**config.mk**
```make
export PLATFORM = sky130hd
export DESIGN_NAME = fabric_config_sequencer
export DESIGN_NICKNAME = d
export VERILOG_FILES = /design/src/rtl/fabric_config_sequencer.sv
export SDC_FILE = /design/constraint.sdc
export NUM_CORES = 1
export LEC_CHECK = 0
export CAP_MARGIN = 20
export CORE_UTILIZATION = 40
export CTS_BUF_LIST = sky130_fd_sc_hd__clkbuf_8
export DETAILED_ROUTE_END_ITERATION = 6
export PLACE_DENSITY_LB_ADDON = 0.15
export SLEW_MARGIN = 25
export SYNTH_ARGS = -nofsm -noshare
export SYNTH_HDL_FRONTEND = slang
export SYNTH_SLANG_ARGS = --single-unit
```
**constraint.sdc**
```tcl
create_clock -name clk -period 2.1 [get_ports clk]
set_input_delay 0.21 -clock clk [delete_from_list [all_inputs] [get_ports clk]]
set_output_delay 0.21 -clock clk [all_outputs]
set_load 0.02 [all_outputs]
```
**src/rtl/fabric_config_sequencer.sv**
```systemverilog
// Front-end sequencer for the 4-CLB adder fabric: loads a framed, checksummed
// configuration byte, then runs operand pairs through the fabric one at a time.
module fabric_config_sequencer #(
    parameter logic [7:0]  SYNC_BYTE      = 8'hA5,
    parameter int unsigned FABRIC_LATENCY = 2,
    parameter int unsigned TIMEOUT        = 255,
    parameter logic [7:0]  RESET_BITFILE  = 8'h00
) (
    input  logic       clk,
    input  logic       reset,
    input  logic       cfg_valid,
    input  logic [7:0] cfg_byte,
    output logic       cfg_ready,
    input  logic       op_valid,
    input  logic [7:0] op_a,
    input  logic [7:0] op_b,
    output logic       op_ready,
    output logic       res_valid,
    output logic [7:0] res_sum,
    output logic       res_cout,
    input  logic       res_ready,
    output logic [7:0] bitfile_out,
    output logic [7:0] fab_in_1,
    output logic [7:0] fab_in_2,
    input  logic [7:0] fab_sum,
    input  logic       fab_cout,
    output logic       configured,
    output logic       cfg_error,
    output logic       busy,
    output logic [2:0] fsm_state
);

    // Handshakes: a transfer happens on any rising edge where valid and ready
    // are both high; ready never depends on the same-cycle transfer itself.
    typedef enum logic [2:0] {
        S_IDLE   = 3'd0,
        S_CFG    = 3'd1,
        S_CHK    = 3'd2,
        S_EXEC   = 3'd3,
        S_RESULT = 3'd4
    } state_t;

    state_t     state;
    state_t     state_next;
    logic [7:0] shadow;
    logic [7:0] tmo_cnt;
    logic [3:0] lat_cnt;
    logic       cfg_fire;
    logic       op_fire;
    logic       in_frame;
    logic       tmo_hit;
    logic       chk_ok;

    assign in_frame  = (state == S_CFG) || (state == S_CHK);
    // An operand wins over a config byte arriving in the same idle cycle.
    assign cfg_ready = in_frame || ((state == S_IDLE) && !(op_valid && configured));
    assign op_ready  = (state == S_IDLE) && configured;
    assign cfg_fire  = cfg_valid && cfg_ready;
    assign op_fire   = op_valid && op_ready;
    assign tmo_hit   = in_frame && !cfg_fire && (tmo_cnt == 8'(TIMEOUT - 1));
    assign chk_ok    = (cfg_byte == (SYNC_BYTE ^ shadow));
    assign busy      = (state != S_IDLE);
    assign fsm_state = state;

    always_ff @(posedge clk or negedge reset) begin
        if (!reset) begin
            state <= S_IDLE;
        end else begin
            state <= state_next;
        end
    end

    always_comb begin
        state_next = state;
        case (state)
            S_IDLE: begin
                if (op_fire) begin
                    state_next = S_EXEC;
                end else if (cfg_fire && (cfg_byte == SYNC_BYTE)) begin
                    state_next = S_CFG;
                end
            end
            S_CFG: begin
                if (cfg_fire) begin
                    state_next = S_CHK;
                end else if (tmo_hit) begin
                    state_next = S_IDLE;
                end
            end
            S_CHK: begin
                if (cfg_fire || tmo_hit) begin
                    state_next = S_IDLE;
                end
            end
            S_EXEC: begin
                if (lat_cnt == 4'd0) begin
                    state_next = S_RESULT;
                end
            end
            S_RESULT: begin
                if (res_ready) begin
                    state_next = S_IDLE;
                end
            end
            default: state_next = S_IDLE;
        endcase
    end

    always_ff @(posedge clk or negedge reset) begin
        if (!reset) begin
            shadow      <= 8'd0;
            tmo_cnt     <= 8'd0;
            lat_cnt     <= 4'd0;
            bitfile_out <= RESET_BITFILE;
            configured  <= 1'b0;
            cfg_error   <= 1'b0;
            fab_in_1    <= 8'd0;
            fab_in_2    <= 8'd0;
            res_valid   <= 1'b0;
            res_sum     <= 8'd0;
            res_cout    <= 1'b0;
        end else begin
            case (state)
                S_IDLE: begin
                    tmo_cnt <= 8'd0;
                    if (op_fire) begin
                        fab_in_1 <= op_a;
                        fab_in_2 <= op_b;
                        lat_cnt  <= 4'(FABRIC_LATENCY - 1);
                    end
                end
                S_CFG: begin
                    if (cfg_fire) begin
                        shadow  <= cfg_byte;
                        tmo_cnt <= 8'd0;
                    end else if (tmo_hit) begin
                        shadow    <= 8'd0;
                        tmo_cnt   <= 8'd0;
                        cfg_error <= 1'b1;
                    end else begin
                        tmo_cnt <= tmo_cnt + 8'd1;
                    end
                end
                S_CHK: begin
                    if (cfg_fire) begin
                        tmo_cnt <= 8'd0;
                        if (chk_ok) begin
                            bitfile_out <= shadow;
                            configured  <= 1'b1;
                            cfg_error   <= 1'b0;
                        end else begin
                            cfg_error <= 1'b1;
                        end
                    end else if (tmo_hit) begin
                        shadow    <= 8'd0;
                        tmo_cnt   <= 8'd0;
                        cfg_error <= 1'b1;
                    end else begin
                        tmo_cnt <= tmo_cnt + 8'd1;
                    end
                end
                S_EXEC: begin
                    // lat_cnt counts down the cycles still owed to the fabric.
                    if (lat_cnt == 4'd0) begin
                        res_sum   <= fab_sum;
                        res_cout  <= fab_cout;
                        res_valid <= 1'b1;
                    end else begin
                        lat_cnt <= lat_cnt - 4'd1;
                    end
                end
                S_RESULT: begin
                    if (res_ready) begin
                        res_valid <= 1'b0;
                    end
                end
                default: ;
            endcase
        end
    end

endmodule

```
==> reports/qor.log, run 1 <==
qor: sta.slew_headroom 0.5654
qor: worst_setup_path.path_max_fanout 3
qor: synth.synth.area.top_cells sky130_fd_sc_hd__dfrtp_1 55%, sky130_fd_sc_hd__mux2_2 13%, sky130_fd_sc_hd__a22o_1 3.6%
qor: detailed_routing.wire_per_inst 15.10 microns
qor: status.run_status completed
qor: sta.hold_viol 0
qor: global_routing.antenna_found_initial 0
qor: pwr.static-leakage-power 1.761 nW
qor: synth.synthTopCellsByCount 59 x sky130_fd_sc_hd__dfrtp_1, 32 x sky130_fd_sc_hd__mux2_2, 13 x sky130_fd_sc_hd__o21ai_0
qor: min_path.min-delay-path-class input pin to asynchronous set/reset pin
qor: placed_design.place_hpwl 4150 microns
qor: sta.final_setup_tns 0 ps
qor: sta.fin_skew 5.978 ps
qor: detailed_routing.drt_iter0_markers 96
qor: synth.synthMostInstantiatedCell sky130_fd_sc_hd__dfrtp_1
qor: detailed_routing.num_vias 2,057
qor: die.initial_utilization 0.4181
qor: detailed_routing.drcViolationCount 0
qor: synth.synth_cell_types 41
qor: global_routing.global_route.overflow_total 0
qor: worst_setup_path.crit_path_end_kind primary output
qor: sta.tightestPinTransition 651.9 ps
qor: die.dieHeight 83.93 microns
qor: detailed_routing.postRouteAntennaNets 0
qor: sta.final.period_utilization 0.9481
qor: sta.final-max-slew-violation-count 0
qor: synth.syn-num-nets 261
qor: synth.synth-warning-count 0
qor: sta.setup_ws 109.1 ps
qor: synth.ys_dominant_reg_cell sky130_fd_sc_hd__dfrtp_1
qor: cts.buffers_from_clock_root_to_sink_at_most 2
qor: synth.post-synth-top-area-cell sky130_fd_sc_hd__dfrtp_1
qor: cells_and_area.multiInputGateArea 1147 sq um
qor: global_routing.grt_pass1_wl 10,480 microns
qor: job.maxcap_violations 0
qor: die.floorplan.rows 29
qor: synth.summed_instance_area_of_the_synthesized_netlist 2685 sq um
qor: cts.htree_levels 3
qor: synth.fraction_of_synthesis_flops_using_an_asynchronous_set_or_reset_pin 1.000
qor: die.fp.coreArea 6422 sq um
qor: placed_design.numPortBuffers 79
qor: cts.clock_pin_slew_worst_setup_and_hold_paths 70 ps
qor: worst_setup_path.worstPathArrival 1780 ps
qor: die.floorplan.io_pins 80
qor: placed_design.placement.setup.worst_slack 156.9 ps
qor: die.floorplan.die_area 7044 sq um
qor: worst_setup_path.worst_path_max_delay_cell sky130_fd_sc_hd__or3_1
qor: detailed_routing.firstDrtPassIters 4
qor: detailed_routing.postRouteWirelength 5964 microns
qor: die.chipWidth 83.93 microns
qor: sta.fin_worst_hold_slack 448.5 ps
qor: cells_and_area.area.growth.synth_to_final 44.13%
qor: worst_setup_path.critPathLaunchType flop
qor: sta.final.min_clock_period 1991 ps
qor: global_routing.first_global_vias 2,186
qor: cells_and_area.layout.area.seq 1476 sq um
qor: cells_and_area.final.fill_count 545
qor: worst_setup_path.setup.worst_path.class flop to primary output
qor: pwr.power_density_normalized_to_cell_area 1171 nW/um^2
qor: detailed_routing.via_cell_ratio 5.208
qor: cts.cts_tree done
qor: global_routing.grt_use_total 0.1911
qor: synth.synth-edff-count 0
qor: synth.synth_area_per_cell 12.26 sq um
qor: placed_design.gpl.final_weighted_congestion 0.7614
qor: sta.finalSetupViolCount 0
qor: pwr.vdd_ir_drop_max 0.0006217 V
qor: cts.clockRootBuffer sky130_fd_sc_hd__clkbuf_8
qor: worst_setup_path.timing.critical_path.required 1890 ps
qor: cells_and_area.antenna_cells_inserted 0
qor: cells_and_area.final_layout_net_count 355
qor: worst_setup_path.cp_cell_sequence or3_1 -> a21oi_2 -> or2_2 -> dlygate4sd2_1
qor: synth.post_synth_inst_count 219
qor: cts.numClockSinks 59
qor: synth.synthDominantCellAreaShare 0.5499
qor: global_routing.grt_start_max_net_pins 30
qor: cts.clock_latency 330 ps
qor: sta.fmax 502.3 MHz
qor: worst_setup_path.cp_slowest_stage_delay 410 ps
qor: cts.total_clock_buffers_created_by_cts 9
qor: synth.synth-seq-area-share 0.5499
qor: sta.grt_setup_unrepaired no
qor: cells_and_area.share_of_cells_above_drive_strength_1 0.2138
qor: synth.postSynthRegisterBits 59
[layer usage]
layer,up-vias,track usage,share of wire
li1,979,-,-
met1,984,0.2373,0.44
met2,81,0.2846,0.46
met3,13,0.09298,0.094
met4,0,0.07680,0.014
met5,-,0,0
[cell usage in the layout (no fill, tap or decap), types with 6 or more instances in the layout]
cell type	count
sky130_fd_sc_hd__clkdlybuf4s50_1	75
sky130_fd_sc_hd__dfrtp_1	59
sky130_fd_sc_hd__mux2_2	32
sky130_fd_sc_hd__o21ai_0	13
sky130_fd_sc_hd__a22o_1	11
sky130_fd_sc_hd__buf_4	11
sky130_fd_sc_hd__nor2_1	10
sky130_fd_sc_hd__clkbuf_8	10
sky130_fd_sc_hd__inv_1	9
sky130_fd_sc_hd__xor2_1	8
sky130_fd_sc_hd__nand2_1	8
sky130_fd_sc_hd__nor3_1	7
sky130_fd_sc_hd__nand3_1	6
sky130_fd_sc_hd__a21oi_1	6
[logic make-up (layout without fill, tap and decap cells)]
family	after synthesis	count (layout)	share of synthesized area
AO/OA/AOI/OAI	40	40	0.09972
adder cells (fa/ha/maj)	4	4	0.01864
AND/OR/NAND/NOR	54	54	0.1240
XOR/XNOR	13	13	0.04240
buffers and inverters	16	115	0.02703
multiplexers	33	33	0.1384
flip-flops	59	59	0.5499
[metrics by stage]
stage          cells  utilization  area [sq um]  total power [mW]
4_1_cts          395       0.6010          3860             4.567
2_1_floorplan    219            -          2685             2.567
3_3_place_gp     378       0.5617          3607             3.254
5_1_grt          395       0.6026          3870             4.796
6_report         395       0.6026          3870             4.531
3_5_place_dp     378       0.5617          3607             3.281
[sequential cells by signal, summed over array words and instances (netlist names)]
signal and count:
bitfile_out 8, fab_in_1 8, fab_in_2 8, res_sum 8, shadow 8, tmo_cnt 8
lat_cnt 4, fsm_state 3, cfg_error 1, configured 1, res_cout 1, res_valid 1
[report_power, final]
group	leakage [nW]	internal, mW	switching (mW)
logic	0.864	0.823	0.798
registers	0.770	1.44	0.217
clock network	0.127	0.812	0.445
total	1.76	3.07	1.46
[layout make-up]
type / count / area share
sequential: 59 / 0.3815
multi-input combinational: 144 / 0.2965
timing repair buffer: 91 / 0.2270
clock buffer: 10 / 0.03556
clock inverter: 6 / 0.02683
tap: 77 / 0.02489
inverter: 8 / 0.007759
[final timing paths]
path / startpoint / end / slack [ps] / cells after the start
min in group clk: op_a[5] / fab_in_1[5]$_DFFE_PN0P_ / 470 / 2
max reg2reg: tmo_cnt[0]$_DFFE_PN0P_ / tmo_cnt[7]$_DFFE_PN0P_ / 220 / 6
max in group asynchronous: reset / bitfile_out[6]$_DFFE_PN0P_ / 960 / 3
min reg2reg: fab_in_1[5]$_DFFE_PN0P_ / fab_in_1[5]$_DFFE_PN0P_ / 500 / 1
max: fsm_state[0]$_DFFE_PN0P_ / cfg_ready / 110 / 4
min: reset / fab_in_2[1]$_DFFE_PN0P_ / 450 / 2
[worst max-delay path: cells and delay by family (launching register included)]
kind | cells | cell delay (ps)
buf+inv | 1 | 330
simple gates | 2 | 550
compound gates | 1 | 180
flops | 1 | 390
[what timing repair did]
action | CTS | global route
hold buffers | 1 | 0
buffers inserted | 0 | 0
cloned | 0 | 0
setup endpoints to repair | 2 | 2
gates resized for setup | 3 | 2
endpoints found under the hold margin | 27 | 0
Power figures use the tool's default switching activity.
==> run 2: changes to the inputs <==
--- a/config.mk
+++ b/config.mk
@@ -9,7 +9,7 @@
 export CORE_UTILIZATION = 40
 export CTS_BUF_LIST = sky130_fd_sc_hd__clkbuf_8
 export DETAILED_ROUTE_END_ITERATION = 6
-export PLACE_DENSITY_LB_ADDON = 0.15
+export PLACE_DENSITY = 0.7
 export SLEW_MARGIN = 25
 export SYNTH_ARGS = -nofsm -noshare
 export SYNTH_HDL_FRONTEND = slang
==> reports/qor.log, run 2 (synthesis gave the netlist of run 1 again) <==
qor: cells_and_area.multiInputGateArea 1136 sq um [-0.98%]
qor: detailed_routing.drcViolationCount 4 [+4]
qor: pwr.p_clk_frac 0.240 [-0.038]
qor: die.dieHeight 83.93 microns [unchanged]
qor: cts.numClockSinks 59 [unchanged]
qor: pwr.p_comb_frac 0.375 [+0.017]
qor: global_routing.antenna_found_initial 0 [unchanged]
qor: worst_setup_path.crit_path_end_kind primary output
qor: sta.final.period_utilization 0.9632 [+0.01513]
qor: worst_setup_path.critical_path_buf_inv_count 2 [+1]
qor: cells_and_area.fin_cells 395 [unchanged]
qor: cts.cts_tree done
qor: pwr.power_switching 1.448 mW [-0.89%]
qor: sta.fmax 494.4 MHz [-1.6%]
qor: worst_setup_path.cp_slowest_stage_delay 540 ps [+130 ps]
qor: placed_design.placed_cells_incl_taps 378 [unchanged]
qor: placed_design.placement.cell_area 3632 sq um [+0.69%]
qor: global_routing.grt_pass1_wl 10,110 microns [-3.6%]
qor: worst_setup_path.worstPathArrival 1810 ps [+30 ps]
qor: cells_and_area.finalCoreUtilization 0.5969 [-0.005650]
qor: detailed_routing.routed-wl-met3 583 microns [+3.6%]
qor: cells_and_area.share_of_cells_above_drive_strength_1 0.2075 [-0.006289]
qor: cts.buffers_from_clock_root_to_sink_at_most 2 [unchanged]
qor: placed_design.gpl.final_weighted_congestion 0.7781 [+2.2%]
qor: cts.clockRootBuffer sky130_fd_sc_hd__clkbuf_8
qor: die.fp.coreArea 6422 sq um [unchanged]
qor: sta.hold_viol 0 [unchanged]
qor: worst_setup_path.cp_cell_sequence or3_1 -> buf_4 -> clkdlybuf4s50_1
qor: worst_setup_path.path_max_fanout 4 [+1]
qor: cells_and_area.antenna_cells_inserted 0 [unchanged]
qor: cells_and_area.final_layout_net_count 355 [unchanged]
qor: sta.final.min_clock_period 2023 ps [+31.78 ps]
qor: detailed_routing.postRouteAntennaNets 0 [unchanged]
qor: global_routing.grt_start_max_net_pins 38 [+27%]
qor: sta.grt_setup_unrepaired yes
qor: detailed_routing.highest_layer met4
qor: detailed_routing.wl_met2 2566 microns [-5.6%]
qor: die.chipWidth 83.93 microns [unchanged]
qor: cts.htree_levels 3 [unchanged]
qor: sta.slew_headroom 0.5776 [+0.01220]
qor: worst_setup_path.timing.critical_path.required 1890 ps [about the same]
qor: detailed_routing.via_cell_ratio 5.170 [-0.73%]
qor: global_routing.first_global_vias 2,142 [-2.0%]
qor: status.run_status finished with violations
qor: cells_and_area.final.fill_count 522 [-4.2%]
qor: sta.finalSetupViolCount 0 [unchanged]
qor: job.maxcap_violations 0 [unchanged]
qor: status.violations design-rule violations
qor: placed_design.numPortBuffers 79 [unchanged]
qor: sta.tightestPinTransition 633.6 ps [-18.30 ps]
qor: detailed_routing.wl_on_met1 2665 microns [+2.7%]
qor: pwr.intPower 2.827 mW [-7.9%]
qor: worst_setup_path.setup.worst_path.class flop to primary output
qor: pwr.post-layout-total-power 4.275 mW [-5.7%]
qor: sta.fin_worst_hold_slack 398.5 ps [-49.96 ps]
qor: sta.final-max-slew-violation-count 0 [unchanged]
qor: worst_setup_path.worst_path_max_delay_cell sky130_fd_sc_hd__clkdlybuf4s50_1
qor: detailed_routing.wire_per_inst 14.84 microns [-1.7%]
qor: pwr.power_density_normalized_to_cell_area 1115 nW/um^2 [-4.8%]
qor: detailed_routing.num_vias 2,042 [-0.73%]
qor: global_routing.global_route.overflow_total 0 [unchanged]
qor: cts.clock_latency 330 ps [about the same]
qor: detailed_routing.postRouteWirelength 5861 microns [-1.7%]
qor: min_path.min-delay-path-class input pin to asynchronous set/reset pin
qor: global_routing.grt_use_total 0.1853 [-0.005827]
qor: pwr.power_switching_share 0.3387 [+0.01628]
qor: cells_and_area.final_cell_mix 76 x sky130_fd_sc_hd__clkdlybuf4s50_1, 59 x sky130_fd_sc_hd__dfrtp_1, 32 x sky130_fd_sc_hd__mux2_2, 13 x sky130_fd_sc_hd__o21ai_0, 11 x sky130_fd_sc_hd__a22o_1
qor: die.floorplan.die_area 7044 sq um [unchanged]
qor: detailed_routing.drt_iter0_markers 102 [+6.3%]
qor: worst_setup_path.reg2reg_from fsm_state[2]$_DFFE_PN0P_
qor: cts.clock_pin_slew_worst_setup_and_hold_paths 70 ps [about the same]
qor: die.floorplan.io_pins 80 [unchanged]
qor: die.initial_utilization 0.4181 [unchanged]
qor: worst_setup_path.critPathLaunchType flop
qor: pwr.seq_power_share 0.386 [+0.021]
qor: cells_and_area.finalInstanceArea 3834 sq um [-0.94%]
qor: pwr.vdd_ir_drop_max 0.0007278 V [+17%]
qor: cts.total_clock_buffers_created_by_cts 9 [unchanged]
qor: cts.cts_post_setup_buffers_inserted 0 [unchanged]
qor: cells_and_area.layout.area.seq 1476 sq um [unchanged]
qor: die.floorplan.rows 29 [unchanged]
qor: pwr.static-leakage-power 1.730 nW [-1.8%]
qor: detailed_routing.firstDrtPassIters 6 [+2]
qor: placed_design.place_hpwl 4187 microns [+0.90%]
qor: worst_setup_path.launch_point_of_the_critical_path fsm_state[1]$_DFFE_PN0P_
qor: sta.fin_skew 9.228 ps [+3.250 ps]
qor: cells_and_area.area.growth.synth_to_final 42.78%
qor: cells_and_area.most_common_cell_after_layout_fill_and_taps_aside sky130_fd_sc_hd__clkdlybuf4s50_1
qor: worst_setup_path.cell_type_group_with_the_largest_total_delay_on_the_critical_path buffers and inverters
-- run 2: worst register-to-register path, delay by kind of cell (launching register included) --
| family | cells | cell delay (ps) |
|---|---|---|
| DFF | 1 | 390 |
| muxes | 1 | 330 |
| and+or+nand+nor | 3 | 620 |
| buffers and inverters | 2 | 380 |
-- run 2: layer usage --
metal	GRT usage	up-vias
met5	0	-
met4	0.06113	0
met3	0.08704	5
met2	0.2742	69
met1	0.2392	991
li1	-	977
-- run 2: cell type report --
| class | instances | share of cell area |
|---|---|---|
| flip-flops and latches | 59 | 0.3851 |
| multi-input cells | 144 | 0.2963 |
| repair buffers | 91 | 0.2350 |
| clock buffers | 10 | 0.03590 |
| well taps | 77 | 0.02513 |
| clock inverters | 6 | 0.01469 |
| inverters | 8 | 0.007833 |
-- run 2: repair_timing --
item | in CTS | in global routing
hold buffers | 1 | 0
cloned | 0 | 0
setup endpoints to repair | 2 | 1
hold endpoints to repair | 22 | 0
gates resized for setup | 2 | 0
pin swaps | 0 | 0
-- run 2: stage by stage --
| stage | setup WS [ps] | TNS (ps) |
|---|---|---|
| 3_3_place_gp | 207.2 | 0 |
| 2_1_floorplan | 207.2 | 0 |
| 5_1_grt | -4.299 | -4.299 |
| 3_5_place_dp | 152.6 | 0 |
| 6_report | 77.28 | 0 |
| 4_1_cts | 60.03 | 0 |
-- run 2: power groups by stage --
stage	Sequential [mW]	Clock, mW	Combinational [mW]
after floorplan	1.86	0	0.711
after global placement	1.66	0	1.61
after detailed placement	1.67	0	1.61
after CTS	1.65	1.05	1.62
after global routing	1.69	1.11	1.74
final	1.65	1.02	1.60
-- run 2: path summary, 6_finish.rpt --
path | endpoint | slack, ps | depth (start not counted)
worst max-delay path | busy | 80 | 3
worst min register to register | fab_in_1[5]$_DFFE_PN0P_ | 490 | 1
worst min-delay path | res_cout$_DFFE_PN0P_ | 400 | 2
min in group clk | fab_in_1[5]$_DFFE_PN0P_ | 480 | 2
worst max register to register | bitfile_out[3]$_DFFE_PN0P_ | 260 | 6
max in group asynchronous | bitfile_out[3]$_DFFE_PN0P_ | 1110 | 3
==> run 3: changes to the inputs <==
--- a/config.mk
+++ b/config.mk
@@ -9,7 +9,7 @@
 export CORE_UTILIZATION = 40
 export CTS_BUF_LIST = sky130_fd_sc_hd__clkbuf_8
 export DETAILED_ROUTE_END_ITERATION = 6
-export PLACE_DENSITY = 0.7
+export PLACE_DENSITY_LB_ADDON = 0.3
 export SLEW_MARGIN = 25
 export SYNTH_ARGS = -nofsm -noshare
 export SYNTH_HDL_FRONTEND = slang
==> reports/qor.log, run 3 (synthesis gave the netlist of run 1 again) <==
qor: die.fp.coreArea 6422 sq um [unchanged]
qor: die.floorplan.io_pins 80 [unchanged]
qor: cells_and_area.final.fill_count 550 [+5.4%]
qor: detailed_routing.drcViolationCount 0 [-4]
qor: cts.numClockSinks 59 [unchanged]
qor: cells_and_area.most_common_cell_after_layout_fill_and_taps_aside sky130_fd_sc_hd__clkdlybuf4s50_1
qor: cts.clockRootBuffer sky130_fd_sc_hd__clkbuf_8
qor: die.dieHeight 83.93 microns [unchanged]
qor: global_routing.antenna_found_initial 0 [unchanged]
qor: sta.fmax 503.2 MHz [+1.8%]
qor: sta.final.min_clock_period 1987 ps [-35.44 ps]
qor: cells_and_area.final_layout_net_count 355 [unchanged]
qor: cells_and_area.layout.area.seq 1476 sq um [unchanged]
qor: cts.cts_post_setup_buffers_inserted 0 [unchanged]
qor: sta.grt_setup_unrepaired no
qor: cells_and_area.finalCoreUtilization 0.6002 [+0.003312]
qor: placed_design.gpl.final_weighted_congestion 0.7770 [-0.14%]
qor: die.chipWidth 83.93 microns [unchanged]
qor: cts.total_clock_buffers_created_by_cts 9 [unchanged]
qor: cts.buffers_from_clock_root_to_sink_at_most 2 [unchanged]
qor: worst_setup_path.worstPathArrival 1780 ps [-30 ps]
qor: sta.finalSetupViolCount 0 [unchanged]
qor: detailed_routing.num_vias 2,057 [+0.73%]
qor: placed_design.numPortBuffers 79 [unchanged]
qor: worst_setup_path.timing.critical_path.required 1890 ps [about the same]
qor: sta.tightestPinTransition 520.5 ps [-113.2 ps]
qor: sta.final_setup_tns 0 ps [unchanged]
qor: detailed_routing.wire_per_inst 14.89 microns [+0.37%]
qor: die.floorplan.die_area 7044 sq um [unchanged]
qor: job.maxcap_violations 0 [unchanged]
qor: die.initial_utilization 0.4181 [unchanged]
qor: detailed_routing.postRouteWirelength 5868 microns [+0.12%]
qor: global_routing.grt_start_max_net_pins 60 [+58%]
qor: cells_and_area.area.growth.synth_to_final 43.57%
qor: detailed_routing.firstDrtPassIters 4 [-2]
qor: min_path.min-delay-path-class input pin to asynchronous set/reset pin
qor: detailed_routing.via_cell_ratio 5.221 [+0.99%]
qor: cts.clock_pin_slew_worst_setup_and_hold_paths 70 ps [about the same]
qor: cells_and_area.antenna_cells_inserted 0 [unchanged]
qor: global_routing.grt_use_total 0.1844 [-0.0008330]
qor: cts.htree_levels 3 [unchanged]
qor: detailed_routing.postRouteAntennaNets 0 [unchanged]
qor: cells_and_area.multiInputGateArea 1147 sq um [+0.99%]
qor: cells_and_area.final_cell_mix 75 x sky130_fd_sc_hd__clkdlybuf4s50_1, 59 x sky130_fd_sc_hd__dfrtp_1, 32 x sky130_fd_sc_hd__mux2_2, 13 x sky130_fd_sc_hd__o21ai_0
qor: sta.slew_headroom 0.6515 [+0.07391]
qor: sta.fin_skew 8.155 ps [-1.073 ps]
qor: worst_setup_path.cp_cell_sequence buf_4 -> xnor2_2 -> nor2_1 -> or2_2 -> dlygate4sd2_1
qor: status.run_status completed
qor: sta.final-max-slew-violation-count 0 [unchanged]
qor: placed_design.place_hpwl 4158 microns [-0.69%]
qor: global_routing.first_global_vias 2,164 [+1.0%]
qor: cts.cts_tree done
qor: global_routing.grt_pass1_wl 9970 microns [-1.4%]
qor: worst_setup_path.worst_path_max_delay_cell sky130_fd_sc_hd__dfrtp_1
qor: sta.hold_viol 0 [unchanged]
qor: worst_setup_path.setup.worst_path.class flop to primary output
qor: detailed_routing.drt_iter0_markers 86 [-16%]
qor: worst_setup_path.r2r_setup_slack 250 ps [about the same]
qor: placed_design.placed_cells_incl_taps 378 [unchanged]
qor: pwr.static-leakage-power 1.738 nW [+0.44%]
qor: sta.final.period_utilization 0.9463 [-0.01688]
qor: cts.clock_latency 340 ps [about the same]
qor: worst_setup_path.cp_slowest_stage_delay 370 ps [-170 ps]
qor: worst_setup_path.path_max_fanout 13 [+9]
qor: die.floorplan.rows 29 [unchanged]
qor: worst_setup_path.critPathLaunchType flop
qor: cells_and_area.share_of_cells_above_drive_strength_1 0.2145 [+0.006964]
qor: global_routing.global_route.overflow_total 0 [unchanged]
qor: pwr.power_density_normalized_to_cell_area 1124 nW/um^2 [+0.84%]
qor: worst_setup_path.crit_path_end_kind primary output
qor: pwr.vdd_ir_drop_max 0.0007642 V [+5.0%]
qor: cells_and_area.fin_cells 394 [-0.25%]
-- run 3: final timing paths --
path,from,endpoint,depth (start not counted)
worst min-delay path,reset,shadow[6]$_DFFE_PN0P_,3
worst max-delay path,fsm_state[0]$_DFFE_PN0P_,cfg_ready,5
worst max register to register,fsm_state[1]$_DFFE_PN0P_,fab_in_1[1]$_DFFE_PN0P_,5
worst min register to register,fab_in_1[5]$_DFFE_PN0P_,fab_in_1[5]$_DFFE_PN0P_,1
max in group asynchronous,reset,tmo_cnt[2]$_DFFE_PN0P_,3
min in group clk,op_a[5],fab_in_1[5]$_DFFE_PN0P_,2
-- run 3: timing repair --
| action | in CTS | in global routing |
|---|---|---|
| endpoints found under the hold margin | 59 | 0 |
| endpoints found under the setup margin | 2 | 2 |
| hold buffers | 1 | 0 |
| resized for setup | 2 | 3 |
-- run 3: layout make-up --
type | instances | area share
clock buffers | 11 | 0.03927
clock inverters | 4 | 0.01298
inverters | 8 | 0.007790
multi-input cells | 144 | 0.2976
flip-flops and latches | 59 | 0.3830
well taps | 77 | 0.02499
repair buffers | 91 | 0.2343
-- run 3: worst max-delay path: cells and delay by family, from the launching register on --
kind | cells | cell delay [ps]
XOR/XNOR | 1 | 180
buffers and inverters | 2 | 510
flip-flops | 1 | 370
AND/OR/NAND/NOR | 2 | 380
-- run 3: where the power goes --
part	total, mW	internal, mW	switching [mW]
combinational	1.64	0.837	0.803
clock	1.04	0.603	0.439
sequential	1.65	1.44	0.216
-- run 3: metal layers --
layer	share of wire	up-vias	GRT usage	routed length, microns
li1	-	980	-	-
met1	0.44	1001	0.2227	2578
met2	0.46	69	0.2765	2707
met3	0.089	7	0.1009	520
met4	0.010	0	0.06897	61
met5	0	-	0	0
-- run 3: metrics by stage --
step	worst slack [ps]	power, mW	hold WS, ps	instance area [sq um]
4_1_cts	30.73	4.374	402.8	3841
3_3_place_gp	200.5	3.268	237.8	3632
6_report	112.7	4.334	401.5	3855
5_1_grt	17.16	4.589	428.4	3855
3_5_place_dp	174.7	3.310	237.4	3632
2_1_floorplan	207.2	2.567	-85.59	2685
